===== config.mk =====
export PLATFORM = sky130hd
export DESIGN_NAME = mem_bus_arbiter_flat
export DESIGN_NICKNAME = d
export VERILOG_FILES = /design/src/rtl/mem_bus_arbiter_if.sv /design/src/rtl/mem_bus_arbiter.sv /design/src/flat_wrapper.sv
export SDC_FILE = /design/constraint.sdc
export NUM_CORES = 1
export LEC_CHECK = 0
export ABC_AREA = 1
export BUFFER_PORTS_ARGS = -buffer_cell sky130_fd_sc_hd__buf_2
export CORE_MARGIN = 2
export CORE_UTILIZATION = 33
export CTS_CLUSTER_DIAMETER = 80
export DETAILED_ROUTE_END_ITERATION = 8
export PLACE_DENSITY = 0.8
export SETUP_SLACK_MARGIN = 0.4
export SYNTH_ARGS = -nofsm -noshare
export SYNTH_HDL_FRONTEND = slang
export SYNTH_SLANG_ARGS = --single-unit
export TNS_END_PERCENT = 100

===== constraint.sdc =====
create_clock -name ph1 -period 2.09 [get_ports ph1]
set_input_delay 0.627 -clock ph1 [delete_from_list [all_inputs] [get_ports ph1]]
set_output_delay 0.627 -clock ph1 [all_outputs]
set_load 0.02 [all_outputs]

===== src/rtl/mem_bus_arbiter_if.sv =====
// Bus bundle between the 6502 core, the DMA/debug port and the shared memory.
// The slave modport is the arbiter's view; master is the requester/memory side.
interface mem_bus_arbiter_if #(
    parameter int AW        = 16,
    parameter int DW        = 8,
    parameter int MAX_WAIT  = 4,
    parameter int BURST_MAX = 8
);
    localparam int WW = $clog2(MAX_WAIT + 1);
    localparam int BW = $clog2(BURST_MAX + 1);

    logic          cpu_req;
    logic          cpu_we;
    logic [AW-1:0] cpu_addr;
    logic [DW-1:0] cpu_wdata;
    logic          cpu_rdy;
    logic [DW-1:0] cpu_rdata;

    logic          dma_req;
    logic          dma_we;
    logic [AW-1:0] dma_addr;
    logic [DW-1:0] dma_wdata;
    logic          dma_gnt;
    logic          dma_rvalid;
    logic [DW-1:0] dma_rdata;

    logic          mem_en;
    logic          mem_we;
    logic [AW-1:0] mem_addr;
    logic [DW-1:0] mem_wdata;
    logic [DW-1:0] mem_rdata;

    // Arbiter state, visible for debug and checkers.
    logic          dbg_own;
    logic [WW-1:0] dbg_wait_cnt;
    logic [BW-1:0] dbg_burst_cnt;

    // Handshake: a requester holds req and its address/data stable until the
    // arbiter accepts it in the same cycle (cpu_rdy / dma_gnt high). Read data
    // appears one cycle after acceptance; writes complete in the accepted cycle.
    modport slave (
        input  cpu_req, cpu_we, cpu_addr, cpu_wdata,
        output cpu_rdy, cpu_rdata,
        input  dma_req, dma_we, dma_addr, dma_wdata,
        output dma_gnt, dma_rvalid, dma_rdata,
        output mem_en, mem_we, mem_addr, mem_wdata,
        input  mem_rdata,
        output dbg_own, dbg_wait_cnt, dbg_burst_cnt
    );

    modport master (
        output cpu_req, cpu_we, cpu_addr, cpu_wdata,
        input  cpu_rdy, cpu_rdata,
        output dma_req, dma_we, dma_addr, dma_wdata,
        input  dma_gnt, dma_rvalid, dma_rdata,
        input  mem_en, mem_we, mem_addr, mem_wdata,
        output mem_rdata,
        input  dbg_own, dbg_wait_cnt, dbg_burst_cnt
    );
endinterface


===== src/rtl/mem_bus_arbiter.sv =====
// Two-way memory bus arbiter: core has priority, DMA gets a bounded wait
// before grant and a bounded burst once it owns the bus.
module mem_bus_arbiter #(
    parameter int AW        = 16,
    parameter int DW        = 8,
    parameter int MAX_WAIT  = 4,
    parameter int BURST_MAX = 8
) (
    input  logic              ph1,
    input  logic              resetb,
    mem_bus_arbiter_if.slave  bus
);
    localparam int WW = $clog2(MAX_WAIT + 1);
    localparam int BW = $clog2(BURST_MAX + 1);
    localparam logic [WW-1:0] WAIT_TOP  = WW'(MAX_WAIT);
    localparam logic [BW-1:0] BURST_TOP = BW'(BURST_MAX);

    typedef enum logic {
        CPU_OWN = 1'b0,
        DMA_OWN = 1'b1
    } own_t;

    own_t          r_own;
    own_t          w_own_nxt;
    logic [WW-1:0] r_wait_cnt;
    logic [WW-1:0] w_wait_nxt;
    logic [BW-1:0] r_burst_cnt;
    logic [BW-1:0] w_burst_nxt;
    logic          r_rd_pend_dma;
    logic          w_rd_pend_nxt;
    logic          w_g_dma;
    logic          w_wait_full;
    logic          w_burst_left;

    always_ff @(posedge ph1 or negedge resetb) begin
        if (!resetb) begin
            r_own         <= CPU_OWN;
            r_wait_cnt    <= '0;
            r_burst_cnt   <= '0;
            r_rd_pend_dma <= 1'b0;
        end else begin
            r_own         <= w_own_nxt;
            r_wait_cnt    <= w_wait_nxt;
            r_burst_cnt   <= w_burst_nxt;
            r_rd_pend_dma <= w_rd_pend_nxt;
        end
    end

    // Grant is decided in the same cycle; ownership just remembers it.
    always_comb begin
        w_wait_full  = (r_wait_cnt == WAIT_TOP);
        w_burst_left = (r_burst_cnt < BURST_TOP);
        w_g_dma      = 1'b0;
        if (r_own == CPU_OWN) begin
            w_g_dma = bus.dma_req & (~bus.cpu_req | w_wait_full);
        end else begin
            w_g_dma = bus.dma_req & (~bus.cpu_req | w_burst_left);
        end

        w_own_nxt = w_g_dma ? DMA_OWN : CPU_OWN;

        w_wait_nxt = '0;
        if (bus.dma_req && !w_g_dma) begin
            w_wait_nxt = w_wait_full ? r_wait_cnt : r_wait_cnt + 1'b1;
        end

        // An exhausted burst with an idle core keeps the bus at BURST_TOP.
        w_burst_nxt = '0;
        if (w_g_dma) begin
            w_burst_nxt = w_burst_left ? r_burst_cnt + 1'b1 : r_burst_cnt;
        end

        w_rd_pend_nxt = w_g_dma & ~bus.dma_we;
    end

    always_comb begin
        bus.dma_gnt    = w_g_dma;
        bus.cpu_rdy    = ~w_g_dma;
        bus.dma_rvalid = r_rd_pend_dma;
        bus.dma_rdata  = bus.mem_rdata;
        bus.cpu_rdata  = bus.mem_rdata;

        if (w_g_dma) begin
            bus.mem_en    = 1'b1;
            bus.mem_we    = bus.dma_we;
            bus.mem_addr  = bus.dma_addr;
            bus.mem_wdata = bus.dma_wdata;
        end else begin
            bus.mem_en    = bus.cpu_req;
            bus.mem_we    = bus.cpu_we & bus.cpu_req;
            bus.mem_addr  = bus.cpu_addr;
            bus.mem_wdata = bus.cpu_wdata;
        end

        bus.dbg_own       = r_own;
        bus.dbg_wait_cnt  = r_wait_cnt;
        bus.dbg_burst_cnt = r_burst_cnt;
    end
endmodule


===== src/flat_wrapper.sv =====
// flat-port wrapper written by rule: the top's interface ports become plain ports
module mem_bus_arbiter_flat 
#(
    parameter int AW        = 16,
    parameter int DW        = 8,
    parameter int MAX_WAIT  = 4,
    parameter int BURST_MAX = 8
)
  (ph1, resetb, bus_cpu_req, bus_cpu_we, bus_cpu_addr, bus_cpu_wdata, bus_cpu_rdy, bus_cpu_rdata, bus_dma_req, bus_dma_we, bus_dma_addr, bus_dma_wdata, bus_dma_gnt, bus_dma_rvalid, bus_dma_rdata, bus_mem_en, bus_mem_we, bus_mem_addr, bus_mem_wdata, bus_mem_rdata, bus_dbg_own, bus_dbg_wait_cnt, bus_dbg_burst_cnt);
  mem_bus_arbiter_if #(.AW(AW), .DW(DW), .MAX_WAIT(MAX_WAIT), .BURST_MAX(BURST_MAX)) bus_i ();
  input  logic ph1;
  input  logic resetb;
  input wire logic [$bits(bus_i.cpu_req)-1:0] bus_cpu_req;
  input wire logic [$bits(bus_i.cpu_we)-1:0] bus_cpu_we;
  input wire logic [$bits(bus_i.cpu_addr)-1:0] bus_cpu_addr;
  input wire logic [$bits(bus_i.cpu_wdata)-1:0] bus_cpu_wdata;
  output wire logic [$bits(bus_i.cpu_rdy)-1:0] bus_cpu_rdy;
  output wire logic [$bits(bus_i.cpu_rdata)-1:0] bus_cpu_rdata;
  input wire logic [$bits(bus_i.dma_req)-1:0] bus_dma_req;
  input wire logic [$bits(bus_i.dma_we)-1:0] bus_dma_we;
  input wire logic [$bits(bus_i.dma_addr)-1:0] bus_dma_addr;
  input wire logic [$bits(bus_i.dma_wdata)-1:0] bus_dma_wdata;
  output wire logic [$bits(bus_i.dma_gnt)-1:0] bus_dma_gnt;
  output wire logic [$bits(bus_i.dma_rvalid)-1:0] bus_dma_rvalid;
  output wire logic [$bits(bus_i.dma_rdata)-1:0] bus_dma_rdata;
  output wire logic [$bits(bus_i.mem_en)-1:0] bus_mem_en;
  output wire logic [$bits(bus_i.mem_we)-1:0] bus_mem_we;
  output wire logic [$bits(bus_i.mem_addr)-1:0] bus_mem_addr;
  output wire logic [$bits(bus_i.mem_wdata)-1:0] bus_mem_wdata;
  input wire logic [$bits(bus_i.mem_rdata)-1:0] bus_mem_rdata;
  output wire logic [$bits(bus_i.dbg_own)-1:0] bus_dbg_own;
  output wire logic [$bits(bus_i.dbg_wait_cnt)-1:0] bus_dbg_wait_cnt;
  output wire logic [$bits(bus_i.dbg_burst_cnt)-1:0] bus_dbg_burst_cnt;
  assign bus_i.cpu_req = bus_cpu_req;
  assign bus_i.cpu_we = bus_cpu_we;
  assign bus_i.cpu_addr = bus_cpu_addr;
  assign bus_i.cpu_wdata = bus_cpu_wdata;
  assign bus_cpu_rdy = bus_i.cpu_rdy;
  assign bus_cpu_rdata = bus_i.cpu_rdata;
  assign bus_i.dma_req = bus_dma_req;
  assign bus_i.dma_we = bus_dma_we;
  assign bus_i.dma_addr = bus_dma_addr;
  assign bus_i.dma_wdata = bus_dma_wdata;
  assign bus_dma_gnt = bus_i.dma_gnt;
  assign bus_dma_rvalid = bus_i.dma_rvalid;
  assign bus_dma_rdata = bus_i.dma_rdata;
  assign bus_mem_en = bus_i.mem_en;
  assign bus_mem_we = bus_i.mem_we;
  assign bus_mem_addr = bus_i.mem_addr;
  assign bus_mem_wdata = bus_i.mem_wdata;
  assign bus_i.mem_rdata = bus_mem_rdata;
  assign bus_dbg_own = bus_i.dbg_own;
  assign bus_dbg_wait_cnt = bus_i.dbg_wait_cnt;
  assign bus_dbg_burst_cnt = bus_i.dbg_burst_cnt;
  mem_bus_arbiter #(.AW(AW), .DW(DW), .MAX_WAIT(MAX_WAIT), .BURST_MAX(BURST_MAX)) u_core (.ph1(ph1), .resetb(resetb), .bus(bus_i));
endmodule

==> results of run 1 <==
==> Yosys cell counts <==
master,number,area share (%)
a21oi_1,2,1.1
buf_1,2,0.79
buf_2,3,1.6
buf_4,16,13
buf_6,3,3.6
dfrtp_1,9,24
ha_1,3,4.0
inv_1,8,3.2
inv_2,1,0.40
mux2i_1,1,1.1
nand2_1,56,22
nand2_2,1,0.66
nand2_4,1,1.2
nand3_1,27,14
nand3_2,1,1.1
nand3_4,1,1.8
nand4_1,1,0.66
nor2_1,6,2.4
xnor2_1,2,1.8
xor2_1,2,1.8
==> critical path, delay by kind of cell, from the launching register on <==
family | cells | cell delay, ns
flip-flops | 1 | 0.40
adder cells (fa/ha/maj) | 1 | 0.15
buffers and inverters | 3 | 0.38
AND/OR/NAND/NOR | 5 | 0.38
==> power by group through the flow <==
| stage | clock, mW | sequential (mW) | combinational, mW |
|---|---|---|---|
| detailed placement | 0 | 0.192 | 0.340 |
| global route | 0.150 | 0.189 | 0.417 |
| CTS | 0.142 | 0.188 | 0.365 |
| floorplan | 0 | 0.200 | 0.243 |
| finish | 0.136 | 0.188 | 0.388 |
| global placement | 0 | 0.191 | 0.335 |
==> routing by layer <==
layer	track usage [%]	vias to the layer above	wire length, um
met5	0	-	0
met3	4.308	2	295
li1	-	617	-
met4	3.987	0	10
met1	19.67	548	1165
met2	31.17	57	1527
==> what timing repair did <==
action / in CTS / in global routing
gates resized for setup: 14 / 18
pin swaps: 2 / 1
hold endpoints to repair: 0 / 0
setup endpoints to repair: 28 / 28
hold buffers: 0 / 0
buffers inserted: 5 / 5
==> kinds of logic (layout without fill, tap and decap cells) <==
| kind of cell | Yosys count | count (layout) | synth area share, % |
|---|---|---|---|
| adder cells (fa/ha/maj) | 3 | 3 | 3.963 |
| buffers and inverters | 33 | 120 | 22.19 |
| AO/OA/AOI/OAI | 2 | 2 | 1.057 |
| multiplexers | 1 | 1 | 1.057 |
| XOR/XNOR | 4 | 4 | 3.699 |
| flip-flops | 9 | 9 | 23.78 |
| AND/OR/NAND/NOR | 94 | 94 | 44.25 |
==> area by class of cell <==
cell class,count,area (um^2),area share (%)
clock inverters,1,5.005,0.2981
well taps,31,38.79,2.310
inverters,9,37.54,2.235
multi-input cells,104,636.9,37.93
flip-flops and latches,9,227.7,13.56
repair buffers,107,710.7,42.32
clock buffers,3,22.52,1.341
==> sequential cells by signal, summed over array words and instances, names as in the netlist <==
register / count
u_core.bus.dbg_burst_cnt: 4
u_core.bus.dbg_wait_cnt: 3
u_core.bus.dbg_own: 1
u_core.bus.dma_rvalid: 1
==> how the worst min path moves through the flow <==
stage / to / slack [ns] / depth (start not counted)
after floorplan: u_core.bus.dbg_burst_cnt[0] / 0.33 / 0
after global placement: u_core.bus.dbg_burst_cnt[0] / 0.48 / 1
after CTS: u_core.bus.dbg_own / 0.19 / 1
final: u_core.bus.dbg_own / 0.20 / 1
after global routing: u_core.bus.dbg_own / 0.20 / 1
after detailed placement: u_core.bus.dbg_own / 0.49 / 1
==> metrics.md, run 1 <==
| Metric | Value |
|---|---|
| Detail Route Antenna Nets | 0 |
| Worst min path class | in2async |
| Switching power | 0.2802 mW |
| Die X | 57.58 um |
| H-tree depth | 1 |
| Largest stage delay, worst path | 0.40 ns |
| Core Rows | 19 |
| Slew Viols, Final | 0 |
| Most frequent cells in the layout | buf_2 (75), nand2_2 (29), nand3_1 (26) |
| Clk sinks | 9 |
| Worst r2r src | u_core.bus.dbg_wait_cnt[0] |
| Drt first pass iters | 4 |
| Max clock buf depth | 2 |
| Final period utilization | 106.2% |
| RR Endpoint | u_core.bus.dma_rvalid |
| Final wirelength | 2.998 mm |
| Netlist cell types | 20 |
| Ant diodes | 0 |
| Critical path launch point | u_core.bus.dbg_wait_cnt[0] |
| CP max FO | 17 |
| Worst endpoint data arrival time | 1.59 ns |
| FF-to-FF setup slack | 0.58 ns |
| Clk Latency, worst-skew pair | 0.27 ns |
| Logic pwr share | 54.5% |
| Routability cong. | 0.7839 |
| Register area share after synthesis | 23.78% |
| Crit-path cells | inv_2 > ha_4 > nand3_4 > nand3_4 > nand2_4 > buf_12 > nand2_1 > nand2_2 > buf_2 |
| Minimum clock period | 2.220 ns |
| CTS buffer count | 3 |
| FF+latch count, synth | 9 |
| Fin. Hold Viols | 0 |
| Worst setup EP type | output pin |
| Wire length per cell | 11.36 um |
| Crit path max-delay cell type | dfrtp_2 |
| Leak | 0.9677 nW |
| Clock Skew | 0.005376 ns |
| # setup viols final | 27 |
| VDD IR max | 0.4526 mV |
| Pre-CTS setup slack | 0.04852 ns |
| Clock network power share | 19.1% |
| PD cells | 424.4 mW/mm^2 |
| Area of placed instances | 0.001479 mm^2 |
| Ports | 115 |
| CTS tree | done |
| Max Cap Viol | 0 |
| Share of cells above drive strength 1 | 66.52% |
| Setup crit end | bus_mem_addr[12] |
| Syn-to-layout area delta | 77.28% |
| Largest net degree at the start of global routing | 22 |
| Cell mode on critical path | nand3_4 |
| Fin worst setup slack | -0.1295 ns |
| Dpl hpwl | 2.299 mm |
| CP Data Required Time | 1.46 ns |
| Worst hold slack | 0.1980 ns |
| First-pass GRT wire length | 4.547 mm |
| Overall routing resource usage | 17.03% |
| Synth Area per Inst | 6.487 um^2 |
| Syn nets | 211 |
| Vias per cell | 4.636 |
| R2R cell count | 9 |
| Reg clk slew, reported paths | 0.07 ns |
| Internal Pwr Total | 0.4324 mW |
| Commonest non-fill, non-tap cell in the layout | buf_2 |
| Core area | 0.002734 mm^2 |
| Grt ovf | 0 |
| Die area | 0.003315 mm^2 |
| Layout filler cell count | 239 |
| Max frequency | 450.5 MHz |
| Die Y | 57.58 um |
| Overall power | 0.7125 mW |
| Critical path startpoint category | register |
| Outcome | finished with violations |
| Port-buffer cells | 90 |
| Final instance area | 0.001679 mm^2 |
| Layout Cells excl Fill | 264 |
| Remaining DRCs | 0 |
| RSZ-0062 raised after global routing | yes |
| Final nets | 299 |
| TNS Setup | -2.847 ns |
| Worst-Margin Slew | 0.2383 ns |
| Starting Density | 34.65% |
| Max transition margin | 84.11% |
| Vias after detailed routing | 1224 |
| Mapped Cells | 146 |
| Kind of critical path | reg2out |
| Final core occ | 61.42% |
| Sequential Power Share | 26.4% |
| Initial DRC count | 47 |
| Synth Warn # | 0 |
| Failing checks | negative setup slack |
| Cell count after placement | 250 |
| Cell Area, Synth | 947.2 um^2 |
| Clock root cell | clkbuf_4 |
| Sw Ratio | 39.32% |
| Vias in the first global route | 1037 |
| Antenna violations before repair | 0 |
Power figures use the tool's default switching activity.
==> run 2, diff against run 1 <==
--- a/config.mk
+++ b/config.mk
@@ -7,11 +7,13 @@
 export LEC_CHECK = 0
 export ABC_AREA = 1
 export BUFFER_PORTS_ARGS = -buffer_cell sky130_fd_sc_hd__buf_2
+export CELL_PAD_IN_SITES_DETAIL_PLACEMENT = 1
+export CELL_PAD_IN_SITES_GLOBAL_PLACEMENT = 2
 export CORE_MARGIN = 2
-export CORE_UTILIZATION = 33
+export CORE_UTILIZATION = 13
 export CTS_CLUSTER_DIAMETER = 80
 export DETAILED_ROUTE_END_ITERATION = 8
-export PLACE_DENSITY = 0.8
+export PLACE_DENSITY = 0.76
 export SETUP_SLACK_MARGIN = 0.4
 export SYNTH_ARGS = -nofsm -noshare
 export SYNTH_HDL_FRONTEND = slang
==> metrics.md, run 2 (synthesis results as in run 1) <==
| Metric | Value |
|---|---|
| Outcome | finished with violations (unchanged) |
| Failing checks | negative setup slack (unchanged) |
| Hold-fix buffers, CTS | 0 (unchanged) |
| First-pass GRT wire length | 5.306 mm (was 4.547 mm) |
| Clk Latency, worst-skew pair | 0.23 ns (was 0.27 ns) |
| # setup viols final | 26 (was 27) |
| Routability cong. | 0.7081 (was 0.7839) |
| Clock root cell | clkbuf_8 (was clkbuf_4) |
| Detail Route Antenna Nets | 0 (unchanged) |
| Clock Skew | 0.004571 ns (was 0.005376 ns) |
| Overall power | 0.7928 mW (was 0.7125 mW) |
| Vias after detailed routing | 1250 (was 1224) |
| Die X | 89.36 um (was 57.58 um) |
| CP Buf/Inv Count | 3 (unchanged) |
| Critical path depth in cells | 9 (unchanged) |
| Die area | 0.007984 mm^2 (was 0.003315 mm^2) |
| Cell mode on critical path | nand3_4 (unchanged) |
| Pre-CTS setup slack | 0.04589 ns (was 0.04852 ns) |
| Antenna violations before repair | 0 (unchanged) |
| Fin. Hold Viols | 0 (unchanged) |
| Worst min path class | in2async (unchanged) |
| Largest stage delay, worst path | 0.40 ns (about the same) |
| Worst setup EP type | output pin (unchanged) |
| CP max FO | 21 (was 17) |
| Worst-Margin Slew | 0.1972 ns (was 0.2383 ns) |
| Area of placed instances | 0.001572 mm^2 (was 0.001479 mm^2) |
| Grt ovf | 0 (unchanged) |
| Max FFs per register | 4 (unchanged) |
| Final wirelength | 3.778 mm (was 2.998 mm) |
| CP Data Required Time | 1.46 ns (about the same) |
| Die Y | 89.36 um (was 57.58 um) |
| Delay-heaviest family, CP | flip-flops (unchanged) |
| Kind of critical path | reg2out (unchanged) |
| Overall routing resource usage | 8.528% (was 17.03%) |
| Ant diodes | 0 (unchanged) |
| CTS buffer count | 3 (unchanged) |
| Final instance area | 0.001808 mm^2 (was 0.001679 mm^2) |
| Vias in the first global route | 1229 (was 1037) |
| Port-buffer cells | 90 (unchanged) |
| Remaining DRCs | 0 (unchanged) |
| Max Cap Viol | 0 (unchanged) |
| CTS tree | done (unchanged) |
| Starting Density | 13.27% (was 34.65%) |
| Worst endpoint data arrival time | 1.55 ns (was 1.59 ns) |
| Crit path max-delay cell type | dfrtp_2 (unchanged) |
| H-tree depth | 1 (unchanged) |
| Largest net degree at the start of global routing | 23 (was 22) |
| Wire length per cell | 11.41 um (was 11.36 um) |
| Share of cells above drive strength 1 | 65.95% (was 66.52%) |
| Vias per cell | 3.776 (was 4.636) |
| Core Rows | 31 (was 19) |
| Commonest non-fill, non-tap cell in the layout | buf_2 (unchanged) |
| Max transition margin | 86.85% (was 84.11%) |
| Max clock buf depth | 2 (unchanged) |
| Layout Cells excl Fill | 331 (was 264) |
| Crit-path cells | inv_2 > ha_4 > nand3_4 > nand3_4 > nand2_4 > buf_12 > nand2_1 > nand2_2 > buf_4 (was inv_2 > ha_4 > nand3_4 > nand3_4 > nand2_4 > buf_12 > nand2_1 > nand2_2 > buf_2) |
| Ports | 115 (unchanged) |
| Syn-to-layout area delta | 90.88% (was 77.28%) |
| Leak | 0.9877 nW (was 0.9677 nW) |
| Clk sinks | 9 (unchanged) |
| Minimum clock period | 2.181 ns (was 2.220 ns) |
| R2R cell count | 9 (unchanged) |
| PD cells | 438.5 mW/mm^2 (was 424.4 mW/mm^2) |
| Core area | 0.007137 mm^2 (was 0.002734 mm^2) |
| Fin worst setup slack | -0.09060 ns (was -0.1295 ns) |
| VDD IR max | 0.3633 mV (was 0.4526 mV) |
| Most frequent cells in the layout | buf_2 (63), buf_4 (31), nand2_2 (26), nand3_1 (26), nand2_1 (24) (was buf_2 (75), nand2_2 (29), nand3_1 (26)) |
| RSZ-0062 raised after global routing | yes (unchanged) |
| Cell count after placement | 319 (was 250) |
| Critical path startpoint category | register (unchanged) |
| Initial DRC count | 4 (was 47) |
| Slew Viols, Final | 0 (unchanged) |
| Drt first pass iters | 2 (was 4) |
| Reg clk slew, reported paths | 0.04 ns (was 0.07 ns) |
| Dpl hpwl | 3.029 mm (was 2.299 mm) |
| Final nets | 298 (was 299) |
| Max frequency | 458.6 MHz (was 450.5 MHz) |
| Final period utilization | 104.3% (was 106.2%) |
## run 2: cell types whose count changed in the layout (fill, tap and decap cells not counted), sizes merged
cell,before,now
clkbuf,3,4
buf,107,106
clkinv,1,0
## run 2: path summary, 6_finish.rpt
path                                        startpoint                           to  slack [ns]
min reg2reg                u_core.bus.dbg_burst_cnt[2]  u_core.bus.dbg_burst_cnt[2]        0.59
max                         u_core.bus.dbg_wait_cnt[1]              bus_mem_addr[8]       -0.09
max reg2reg                 u_core.bus.dbg_wait_cnt[1]        u_core.bus.dma_rvalid        0.61
max in group asynchronous                       resetb   u_core.bus.dbg_wait_cnt[0]        1.66
min in group ph1           u_core.bus.dbg_burst_cnt[2]  u_core.bus.dbg_burst_cnt[2]        0.59
min                                             resetb  u_core.bus.dbg_burst_cnt[3]        0.24
## run 2: where the power goes
| part | switching, mW | total [mW] | internal (mW) | leakage, nW |
|---|---|---|---|---|
| Clock | 0.0638 | 0.196 | 0.132 | 0.0228 |
| Sequential | 0.00637 | 0.189 | 0.182 | 0.118 |
| Combinational | 0.218 | 0.408 | 0.190 | 0.847 |
| Total | 0.288 | 0.793 | 0.505 | 0.988 |
## run 2: through the flow
step           util, %  hold WS (ns)  setup TNS [ns]
6_report         25.33        0.2372          -1.808
3_5_place_dp     22.02        0.4896               0
3_3_place_gp     22.02        0.4916               0
2_1_floorplan        -        0.3314               0
5_1_grt          25.33        0.2505          -3.422
4_1_cts          24.54        0.2424          -2.102
## run 2: layout make-up
class / count / area, um^2
repair buffers: 106 / 721.9
inverters: 9 / 37.54
clock buffers: 4 / 45.04
multi-input cells: 104 / 651.9
well taps: 99 / 123.9
flip-flops and latches: 9 / 227.7
fillers: 919 / 5329
## run 2: worst register-to-register path: cells and delay by family (launching register included)
family                     cells  cell delay (ns)
adders and majority gates      1             0.15
buffers and inverters          4             0.51
DFF                            1             0.40
and+or+nand+nor                4             0.35
## run 2: timing repair
| item | in CTS | in global routing |
|---|---|---|
| resized for setup | 26 | 18 |
| setup endpoints to repair | 28 | 28 |
| setup buffers | 7 | 1 |
| hold endpoints to repair | 0 | 0 |
| pin swaps | 1 | 2 |
## run 2: metal layers
| metal | part of all wire [%] | track usage (%) |
|---|---|---|
| met4 | 0.64 | 3.256 |
| met1 | 38 | 9.076 |
| met3 | 7.9 | 1.293 |
| met2 | 54 | 16.63 |
| met5 | 0 | 0 |
